## src/rtl/mips_mc_control_pkg.sv

```systemverilog
// Shared constants for the multi-cycle MIPS control FSM: state codes, opcodes,
// mux selects and the packed datapath control word.
package mips_mc_pkg;

    typedef enum logic [3:0] {
        S_IDLE   = 4'd0,
        S_FETCH  = 4'd1,
        S_DECODE = 4'd2,
        S_MEMADR = 4'd3,
        S_MEMRD  = 4'd4,
        S_MEMWB  = 4'd5,
        S_MEMWR  = 4'd6,
        S_EXEC   = 4'd7,
        S_RWB    = 4'd8,
        S_BRANCH = 4'd9,
        S_JUMP   = 4'd10,
        S_ADDIEX = 4'd11,
        S_ADDIWB = 4'd12
    } state_t;

    localparam logic [5:0] OP_RTYPE = 6'b000000;
    localparam logic [5:0] OP_LW    = 6'b100011;
    localparam logic [5:0] OP_SW    = 6'b101011;
    localparam logic [5:0] OP_BEQ   = 6'b000100;
    localparam logic [5:0] OP_J     = 6'b000010;
    localparam logic [5:0] OP_ADDI  = 6'b001000;

    localparam logic [1:0] ALUOP_ADD   = 2'b00;
    localparam logic [1:0] ALUOP_SUB   = 2'b01;
    localparam logic [1:0] ALUOP_FUNCT = 2'b10;

    localparam logic [1:0] PCSRC_ALU    = 2'b00;
    localparam logic [1:0] PCSRC_ALUOUT = 2'b01;
    localparam logic [1:0] PCSRC_JUMP   = 2'b10;

    localparam logic [1:0] SRCB_REG   = 2'b00;
    localparam logic [1:0] SRCB_FOUR  = 2'b01;
    localparam logic [1:0] SRCB_IMM   = 2'b10;
    localparam logic [1:0] SRCB_IMMSH = 2'b11;

    typedef struct packed {
        logic       pc_write;
        logic       pc_write_cond;
        logic       iord;
        logic       mem_read;
        logic       mem_write;
        logic       mem_to_reg;
        logic       ir_write;
        logic       alu_src_a;
        logic       reg_write;
        logic       reg_dst;
        logic [1:0] pc_source;
        logic [1:0] alu_src_b;
        logic [1:0] alu_op;
    } ctrl_t;

endpackage

```

## src/rtl/mips_mc_control_if.sv

```systemverilog
// Control bundle between the multi-cycle controller (master) and the datapath (slave).
interface mips_mc_control_if;
    logic [5:0] opcode;
    logic       mem_ready;
    logic       PCWrite;
    logic       PCWriteCond;
    logic       IorD;
    logic       MemRead;
    logic       MemWrite;
    logic       MemtoReg;
    logic       IRWrite;
    logic       ALUSrcA;
    logic       RegWrite;
    logic       RegDst;
    logic [1:0] PCSource;
    logic [1:0] ALUSrcB;
    logic [1:0] ALUOp;
    logic       illegal_op;
    logic [3:0] state;

    modport master (
        input  opcode, mem_ready,
        output PCWrite, PCWriteCond, IorD, MemRead, MemWrite, MemtoReg, IRWrite,
               ALUSrcA, RegWrite, RegDst, PCSource, ALUSrcB, ALUOp, illegal_op, state
    );

    modport slave (
        output opcode, mem_ready,
        input  PCWrite, PCWriteCond, IorD, MemRead, MemWrite, MemtoReg, IRWrite,
               ALUSrcA, RegWrite, RegDst, PCSource, ALUSrcB, ALUOp, illegal_op, state
    );
endinterface

```

## src/rtl/mips_mc_control_outdec.sv

```systemverilog
// Combinational state -> control word decode (Moore, except FETCH IRWrite/PCWrite
// which follow mem_ready). ADDI states decoded only with MC_ADDI_EN.
module mips_mc_outdec
    import mips_mc_pkg::*;
(
    input  state_t i_state,
    input  logic   i_mem_ready,
    output ctrl_t  o_ctrl
);

    always_comb begin
        o_ctrl = '0;
        case (i_state)
            S_FETCH: begin
                o_ctrl.mem_read  = 1'b1;
                o_ctrl.alu_src_b = SRCB_FOUR;
                o_ctrl.alu_op    = ALUOP_ADD;
                o_ctrl.pc_source = PCSRC_ALU;
                // Only commit the fetched word and PC+4 when memory delivers.
                o_ctrl.ir_write  = i_mem_ready;
                o_ctrl.pc_write  = i_mem_ready;
            end
            S_DECODE: begin
                o_ctrl.alu_src_b = SRCB_IMMSH;
                o_ctrl.alu_op    = ALUOP_ADD;
            end
            S_MEMADR: begin
                o_ctrl.alu_src_a = 1'b1;
                o_ctrl.alu_src_b = SRCB_IMM;
                o_ctrl.alu_op    = ALUOP_ADD;
            end
            S_MEMRD: begin
                o_ctrl.mem_read = 1'b1;
                o_ctrl.iord     = 1'b1;
            end
            S_MEMWB: begin
                o_ctrl.reg_write  = 1'b1;
                o_ctrl.mem_to_reg = 1'b1;
            end
            S_MEMWR: begin
                o_ctrl.mem_write = 1'b1;
                o_ctrl.iord      = 1'b1;
            end
            S_EXEC: begin
                o_ctrl.alu_src_a = 1'b1;
                o_ctrl.alu_src_b = SRCB_REG;
                o_ctrl.alu_op    = ALUOP_FUNCT;
            end
            S_RWB: begin
                o_ctrl.reg_write = 1'b1;
                o_ctrl.reg_dst   = 1'b1;
            end
            S_BRANCH: begin
                o_ctrl.alu_src_a     = 1'b1;
                o_ctrl.alu_src_b     = SRCB_REG;
                o_ctrl.alu_op        = ALUOP_SUB;
                o_ctrl.pc_write_cond = 1'b1;
                o_ctrl.pc_source     = PCSRC_ALUOUT;
            end
            S_JUMP: begin
                o_ctrl.pc_write  = 1'b1;
                o_ctrl.pc_source = PCSRC_JUMP;
            end
`ifdef MC_ADDI_EN
            S_ADDIEX: begin
                o_ctrl.alu_src_a = 1'b1;
                o_ctrl.alu_src_b = SRCB_IMM;
                o_ctrl.alu_op    = ALUOP_ADD;
            end
            S_ADDIWB: begin
                o_ctrl.reg_write = 1'b1;
            end
`endif
            default: ;
        endcase
    end

endmodule

```

## src/rtl/mips_mc_control.sv

```systemverilog
// Multi-cycle MIPS main control: state register + next-state, stalls on mem_ready
// in FETCH/MEMRD/MEMWR. Optional addi path enabled by `MC_ADDI_EN.
module mips_mc_control
    import mips_mc_pkg::*;
(
    input  logic              clk,
    input  logic              rst_n,
    mips_mc_control_if.master bus
);

    state_t r_state;
    state_t w_next;
    logic   w_illegal;
    ctrl_t  w_ctrl;

    always_ff @(posedge clk or negedge rst_n) begin
        if (!rst_n) r_state <= S_IDLE;
        else        r_state <= w_next;
    end

    always_comb begin
        w_next    = r_state;
        w_illegal = 1'b0;
        case (r_state)
            S_IDLE:   w_next = S_FETCH;
            S_FETCH:  if (bus.mem_ready) w_next = S_DECODE;
            S_DECODE: begin
                case (bus.opcode)
                    OP_RTYPE:     w_next = S_EXEC;
                    OP_LW, OP_SW: w_next = S_MEMADR;
                    OP_BEQ:       w_next = S_BRANCH;
                    OP_J:         w_next = S_JUMP;
`ifdef MC_ADDI_EN
                    OP_ADDI:      w_next = S_ADDIEX;
`else
                    OP_ADDI: begin
                        w_next    = S_FETCH;
                        w_illegal = 1'b1;
                    end
`endif
                    default: begin
                        w_next    = S_FETCH;
                        w_illegal = 1'b1;
                    end
                endcase
            end
            // IR is frozen outside FETCH, so the opcode is still valid here.
            S_MEMADR: w_next = (bus.opcode == OP_SW) ? S_MEMWR : S_MEMRD;
            S_MEMRD:  if (bus.mem_ready) w_next = S_MEMWB;
            S_MEMWB:  w_next = S_FETCH;
            S_MEMWR:  if (bus.mem_ready) w_next = S_FETCH;
            S_EXEC:   w_next = S_RWB;
            S_RWB:    w_next = S_FETCH;
            S_BRANCH: w_next = S_FETCH;
            S_JUMP:   w_next = S_FETCH;
`ifdef MC_ADDI_EN
            S_ADDIEX: w_next = S_ADDIWB;
            S_ADDIWB: w_next = S_FETCH;
`endif
            default:  w_next = S_IDLE;
        endcase
    end

    mips_mc_outdec u_outdec (
        .i_state     (r_state),
        .i_mem_ready (bus.mem_ready),
        .o_ctrl      (w_ctrl)
    );

    assign bus.PCWrite     = w_ctrl.pc_write;
    assign bus.PCWriteCond = w_ctrl.pc_write_cond;
    assign bus.IorD        = w_ctrl.iord;
    assign bus.MemRead     = w_ctrl.mem_read;
    assign bus.MemWrite    = w_ctrl.mem_write;
    assign bus.MemtoReg    = w_ctrl.mem_to_reg;
    assign bus.IRWrite     = w_ctrl.ir_write;
    assign bus.ALUSrcA     = w_ctrl.alu_src_a;
    assign bus.RegWrite    = w_ctrl.reg_write;
    assign bus.RegDst      = w_ctrl.reg_dst;
    assign bus.PCSource    = w_ctrl.pc_source;
    assign bus.ALUSrcB     = w_ctrl.alu_src_b;
    assign bus.ALUOp       = w_ctrl.alu_op;
    assign bus.illegal_op  = w_illegal;
    assign bus.state       = r_state;

endmodule

```

## src/flat_wrapper.sv

```systemverilog
// flat-port wrapper written by rule: the top's interface ports become plain ports
module mips_mc_control_flat import mips_mc_pkg::*;
  (clk, rst_n, bus_opcode, bus_mem_ready, bus_PCWrite, bus_PCWriteCond, bus_IorD, bus_MemRead, bus_MemWrite, bus_MemtoReg, bus_IRWrite, bus_ALUSrcA, bus_RegWrite, bus_RegDst, bus_PCSource, bus_ALUSrcB, bus_ALUOp, bus_illegal_op, bus_state);
  mips_mc_control_if bus_i ();
  input  logic clk;
  input  logic rst_n;
  input wire logic [$bits(bus_i.opcode)-1:0] bus_opcode;
  input wire logic [$bits(bus_i.mem_ready)-1:0] bus_mem_ready;
  output wire logic [$bits(bus_i.PCWrite)-1:0] bus_PCWrite;
  output wire logic [$bits(bus_i.PCWriteCond)-1:0] bus_PCWriteCond;
  output wire logic [$bits(bus_i.IorD)-1:0] bus_IorD;
  output wire logic [$bits(bus_i.MemRead)-1:0] bus_MemRead;
  output wire logic [$bits(bus_i.MemWrite)-1:0] bus_MemWrite;
  output wire logic [$bits(bus_i.MemtoReg)-1:0] bus_MemtoReg;
  output wire logic [$bits(bus_i.IRWrite)-1:0] bus_IRWrite;
  output wire logic [$bits(bus_i.ALUSrcA)-1:0] bus_ALUSrcA;
  output wire logic [$bits(bus_i.RegWrite)-1:0] bus_RegWrite;
  output wire logic [$bits(bus_i.RegDst)-1:0] bus_RegDst;
  output wire logic [$bits(bus_i.PCSource)-1:0] bus_PCSource;
  output wire logic [$bits(bus_i.ALUSrcB)-1:0] bus_ALUSrcB;
  output wire logic [$bits(bus_i.ALUOp)-1:0] bus_ALUOp;
  output wire logic [$bits(bus_i.illegal_op)-1:0] bus_illegal_op;
  output wire logic [$bits(bus_i.state)-1:0] bus_state;
  assign bus_i.opcode = bus_opcode;
  assign bus_i.mem_ready = bus_mem_ready;
  assign bus_PCWrite = bus_i.PCWrite;
  assign bus_PCWriteCond = bus_i.PCWriteCond;
  assign bus_IorD = bus_i.IorD;
  assign bus_MemRead = bus_i.MemRead;
  assign bus_MemWrite = bus_i.MemWrite;
  assign bus_MemtoReg = bus_i.MemtoReg;
  assign bus_IRWrite = bus_i.IRWrite;
  assign bus_ALUSrcA = bus_i.ALUSrcA;
  assign bus_RegWrite = bus_i.RegWrite;
  assign bus_RegDst = bus_i.RegDst;
  assign bus_PCSource = bus_i.PCSource;
  assign bus_ALUSrcB = bus_i.ALUSrcB;
  assign bus_ALUOp = bus_i.ALUOp;
  assign bus_illegal_op = bus_i.illegal_op;
  assign bus_state = bus_i.state;
  mips_mc_control u_core (.clk(clk), .rst_n(rst_n), .bus(bus_i));
endmodule
```

## config.mk

```make
export PLATFORM = sky130hd
export DESIGN_NAME = mips_mc_control_flat
export DESIGN_NICKNAME = d
export VERILOG_FILES = /design/src/rtl/mips_mc_control_pkg.sv /design/src/rtl/mips_mc_control_if.sv /design/src/rtl/mips_mc_control_outdec.sv /design/src/rtl/mips_mc_control.sv /design/src/flat_wrapper.sv
export SDC_FILE = /design/constraint.sdc
export NUM_CORES = 1
export LEC_CHECK = 0
export CORE_MARGIN = 1.5
export CORE_UTILIZATION = 34
export CTS_CLUSTER_SIZE = 14
export DETAILED_ROUTE_END_ITERATION = 8
export PLACE_DENSITY = 0.87
export SETUP_SLACK_MARGIN = 0.3
export SLEW_MARGIN = 20
export SYNTH_ARGS = -nofsm -noshare
export SYNTH_HDL_FRONTEND = slang
export SYNTH_SLANG_ARGS = --single-unit
```

## constraint.sdc

```tcl
create_clock -name clk -period 2.1 [get_ports clk]
set_input_delay 0.63 -clock clk [delete_from_list [all_inputs] [get_ports clk]]
set_output_delay 0.63 -clock clk [all_outputs]
set_load 0.01 [all_outputs]
```

==> flow_summary.ini, run 1 <==
[floorplan]
io_pins = 30
dieHeight_um = 39.5
start_util_pct = 38.7
row_count = 12
die_x_um = 39.5

[yosys]
dominantRegCellSynth = dfrtp_1
synth-edff-count = 0
synthesis.nets = 71
yosysUniqueCellTypes = 32
yosys_register_bits = 4
synthCells = 62
syn-cell-area_um2 = 453
avgSynthCellArea_um2 = 7.31
async_reset_ff_share_pct = 100
yosys_warnings = 0
ys_seq_area_share_pct = 22.1

[clock_network]
postCtsHoldBufs = 0
cts_buffers = 3
htreeDepth = 1
clock_path_buffers = 2
clock_sinks = 4
root_buffer = clkbuf_4

[placed_design]
routabilityCongestion = 0.835
dp.cells = 118
dpl.hpwl_um = 1350
io_buffer_count = 29

[outcome]
failed_stage = 5_1_grt
status = aborted with a tool error
error_line = [ERROR DPL-0038] Utilization greater than 100%, impossible to legalize

[timing]
postGrtWorstEndpoint = bus_illegal_op
worst-ep-kind = primary output

[global_routing]
grt_start_max_net_pins = 9
[synthesized netlist by cell type, drive strengths merged, types with 2 or more instances]
library cell  instances  area share (%)
clkbuf                2             1.7
nor2                 11             9.1
o22ai                 2             2.8
nand3                 2             2.2
nand2b                5             6.9
xnor2                 2             3.9
nor3                  6             6.6
buf                   4             6.9
o21ai                 2             3.0
dfrtp                 4              22
nand2                 4             3.3
[metrics by stage]
step                      setup slack, ns  area [um^2]
after CTS                         -0.0509         1110
after global placement             -0.749          892
after floorplan                     0.140          482
after detailed placement           -0.785          892
[cells by family after synthesis]
logic type | synth area share [%]
mux | 2.21
buf+inv | 9.39
simple gates | 42.0
flops | 22.1
xor+xnor | 3.87
compound gates | 20.4
[timing repair]
action	4_1_cts
cloned	0
setup buffers	16
endpoints found under the setup margin	23
pin swaps	10
gates resized for setup	128
==> run 2, diff against run 1 <==
--- a/config.mk
+++ b/config.mk
@@ -5,12 +5,10 @@
 export SDC_FILE = /design/constraint.sdc
 export NUM_CORES = 1
 export LEC_CHECK = 0
-export CORE_MARGIN = 1.5
-export CORE_UTILIZATION = 34
-export CTS_CLUSTER_SIZE = 14
+export CORE_AREA = 2 2 63 65
 export DETAILED_ROUTE_END_ITERATION = 8
-export PLACE_DENSITY = 0.87
-export SETUP_SLACK_MARGIN = 0.3
+export DIE_AREA = 0 0 65 67
+export PLACE_DENSITY_LB_ADDON = 0.15
 export SLEW_MARGIN = 20
 export SYNTH_ARGS = -nofsm -noshare
 export SYNTH_HDL_FRONTEND = slang
==> flow_summary.ini, run 2 <==
[yosys]
yosys-top-cells-count = 11 x nor2_1, 6 x nor3_1, 5 x nand2b_1
synth_area_leader_cell = dfrtp_1
yosys.area_share.simple_pct = 42.0
synth_adder_area_share_pct = 0
synth_compound_area_share_pct = 20.4
synthCells = 62
async_reset_ff_share_pct = 100
synthMuxAreaShare_pct = 2.21
synthesis.nets = 71
synth_top_area_share_pct = 22.1
yosys_register_bits = 4
ys_seq_area_share_pct = 22.1
syn-cell-area_um2 = 453
dominantRegCellSynth = dfrtp_1
yosysUniqueCellTypes = 32
synth-edff-count = 0
synth_area_leaders = dfrtp_1 22%, nor2_1 9.1%, nand2b_1 6.9%
avgSynthCellArea_um2 = 7.31
synth_top_family_by_area = simple AND/OR/NAND/NOR gates
yosys_warnings = 0
yosysMostFrequentCell = nor2_1
synthXorXnorAreaFrac_pct = 3.87

[placed_design]
routabilityCongestion = 0.719
io_buffer_count = 29
dp.cells = 151
dpl-instance-area_um2 = 900
dp_slack_ns = -0.767
dpl.hpwl_um = 1400

[detailed_routing]
drt-vias-per-instance = 3.94
routed_wl_um = 1740
ant_nets = 0
avgRoutedWirePerCell_um = 10.9
via_count = 626
post-route-drc-count = 0
dr.pass1.iters = 3
drt-initial-drc-count = 10

[global_routing]
antenna_found_initial = 0
grt_start_max_net_pins = 12
grt_overflow = 0
track_usage_pct = 8.16
grt_pass1_vias = 623
grt_pass1_wl_um = 2750

[final_layout]
n_antenna_cell = 0
area_growth_pct = 127
drive_gt1_share_pct = 45.0
finalNetCount = 122
stdcell_count = 159
largest_register_ffs = 4
fill_cells = 409
design_area_um2 = 1030
final_common_cell = buf_4
layout_common_cells = 19 x buf_4, 11 x dlygate4sd2_1, 8 x nor2_1
fin_util_pct = 28.5

[timing]
worst_slew_pin_slew_ns = 0.395
setup_tns_ns = -0.0457
relSlewSlack_pct = 73.0
finalHoldViolations = 0
slew_violations = 0
rsz0062_at_grt = yes
clock_skew_ns = 0.000148
setup_ws_ns = -0.0457
period_share_pct = 102
max_clock_freq_mhz = 466
whs_ns = 0.630
period_minus_slack_ns = 2.15
setup_viol = 1

[clock_network]
cts_buffers = 3
postCtsHoldBufs = 0
cts_tree = done
clock_path_buffers = 2
clock_sinks = 4
htreeDepth = 1
root_buffer = clkbuf_8
clk_pin_slew_ns = 0.03
clkLatencyLatePin_ns = 0.21

[pwr]
cellPowerDensity_nw_per_um2 = 1050
totalPowerFinal_mw = 1.08
p_leak_nw = 0.457
irDropWorstVdd_mv = 0.199

[outcome]
status = complete, but fails checks
failed_checks = setup timing

[floorplan]
io_pins = 30
row_count = 22
core_area_um2 = 3610
start_util_pct = 12.6
die_x_um = 65
die_area_um2 = 4360
dieHeight_um = 67

[critical_path]
worstSetupEndpointType = output port
cpPeakStageDelay_ns = 0.39
start_kind = primary input
path_max_fanout = 3
criticalPathCategory = in -> out
critical_path_arrival_ns = 1.52
cp_cell_sequence = buf_6 -> or3_4 -> a211oi_2 -> nor3_2 -> buf_2
crit_family = simple AND/OR/NAND/NOR gates
path_buf_inv = 2
critPathRequiredTime_ns = 1.47
cpMaxStageDelayCell = or3_4

[job]
maxCapViolations = 0

[worst_hold_path]
hp-class = in -> async
[run 2: cell counts after synthesis]
Identical to the previous run, type by type.
[run 2: logic make-up after synthesis]
group	count (synthesis)
xor+xnor	2
flops	4
buf+inv	7
mux	1
compound gates	12
simple gates	36
[run 2: where the power goes]
part | total [mW] | switching [mW] | internal (mW)
Combinational | 0.798 | 0.376 | 0.422
Clock | 0.156 | 0.0343 | 0.122
Sequential | 0.122 | 0.0177 | 0.105
Total | 1.08 | 0.428 | 0.648
[run 2: layout make-up]
| type | instances | area [um^2] | share of cell area, % |
|---|---|---|---|
| multi-input combinational | 51 | 370 | 36.1 |
| clock buffer | 3 | 41.3 | 4.02 |
| sequential | 4 | 100 | 9.76 |
| inverter | 1 | 3.75 | 0.366 |
| tap | 48 | 60.1 | 5.85 |
| timing repair buffer | 52 | 450 | 43.9 |
[run 2: worst paths after layout]
path / slack (ns) / from / endpoint / cells after the start
max: -0.05 / bus_opcode[5] / bus_illegal_op / 5
min: 0.63 / rst_n / u_core.bus.state[1] / 1
max reg2reg: 0.48 / u_core.bus.state[0] / u_core.bus.state[3] / 3
min reg2reg: 0.71 / u_core.bus.state[2] / u_core.bus.state[3] / 3
max in group asynchronous: 1.30 / rst_n / u_core.bus.state[0] / 1
min in group clk: 0.71 / u_core.bus.state[2] / u_core.bus.state[3] / 3
[run 2: layer usage]
layer,up-vias,wire length (um),global-route usage (%)
met2,26,836,14.8
met3,0,123,2.03
li1,327,-,-
met1,273,775,9.39
met5,-,0,0
met4,0,0,2.39
[run 2: worst reg2reg max path: cells and delay by family, from the launching register on]
family | cells | cell delay (ns)
AOI/OAI and AO/OA | 1 | 0.07
DFF | 1 | 0.38
and+or+nand+nor | 2 | 1.10
[run 2: what timing repair did]
item                       in CTS  in global routing
pin swaps                       4                  2
resized for setup              62                  5
buffers inserted                3                  2
setup endpoints to repair      17                  6
Power figures use the tool's default switching activity.
==> run 3, diff against run 2 <==
--- a/config.mk
+++ b/config.mk
@@ -5,6 +5,7 @@
 export SDC_FILE = /design/constraint.sdc
 export NUM_CORES = 1
 export LEC_CHECK = 0
+export CAP_MARGIN = 5
 export CORE_AREA = 2 2 63 65
 export DETAILED_ROUTE_END_ITERATION = 8
 export DIE_AREA = 0 0 65 67
==> results of run 3 <==
Final layout, timing and power as in run 2 (identical DEF).
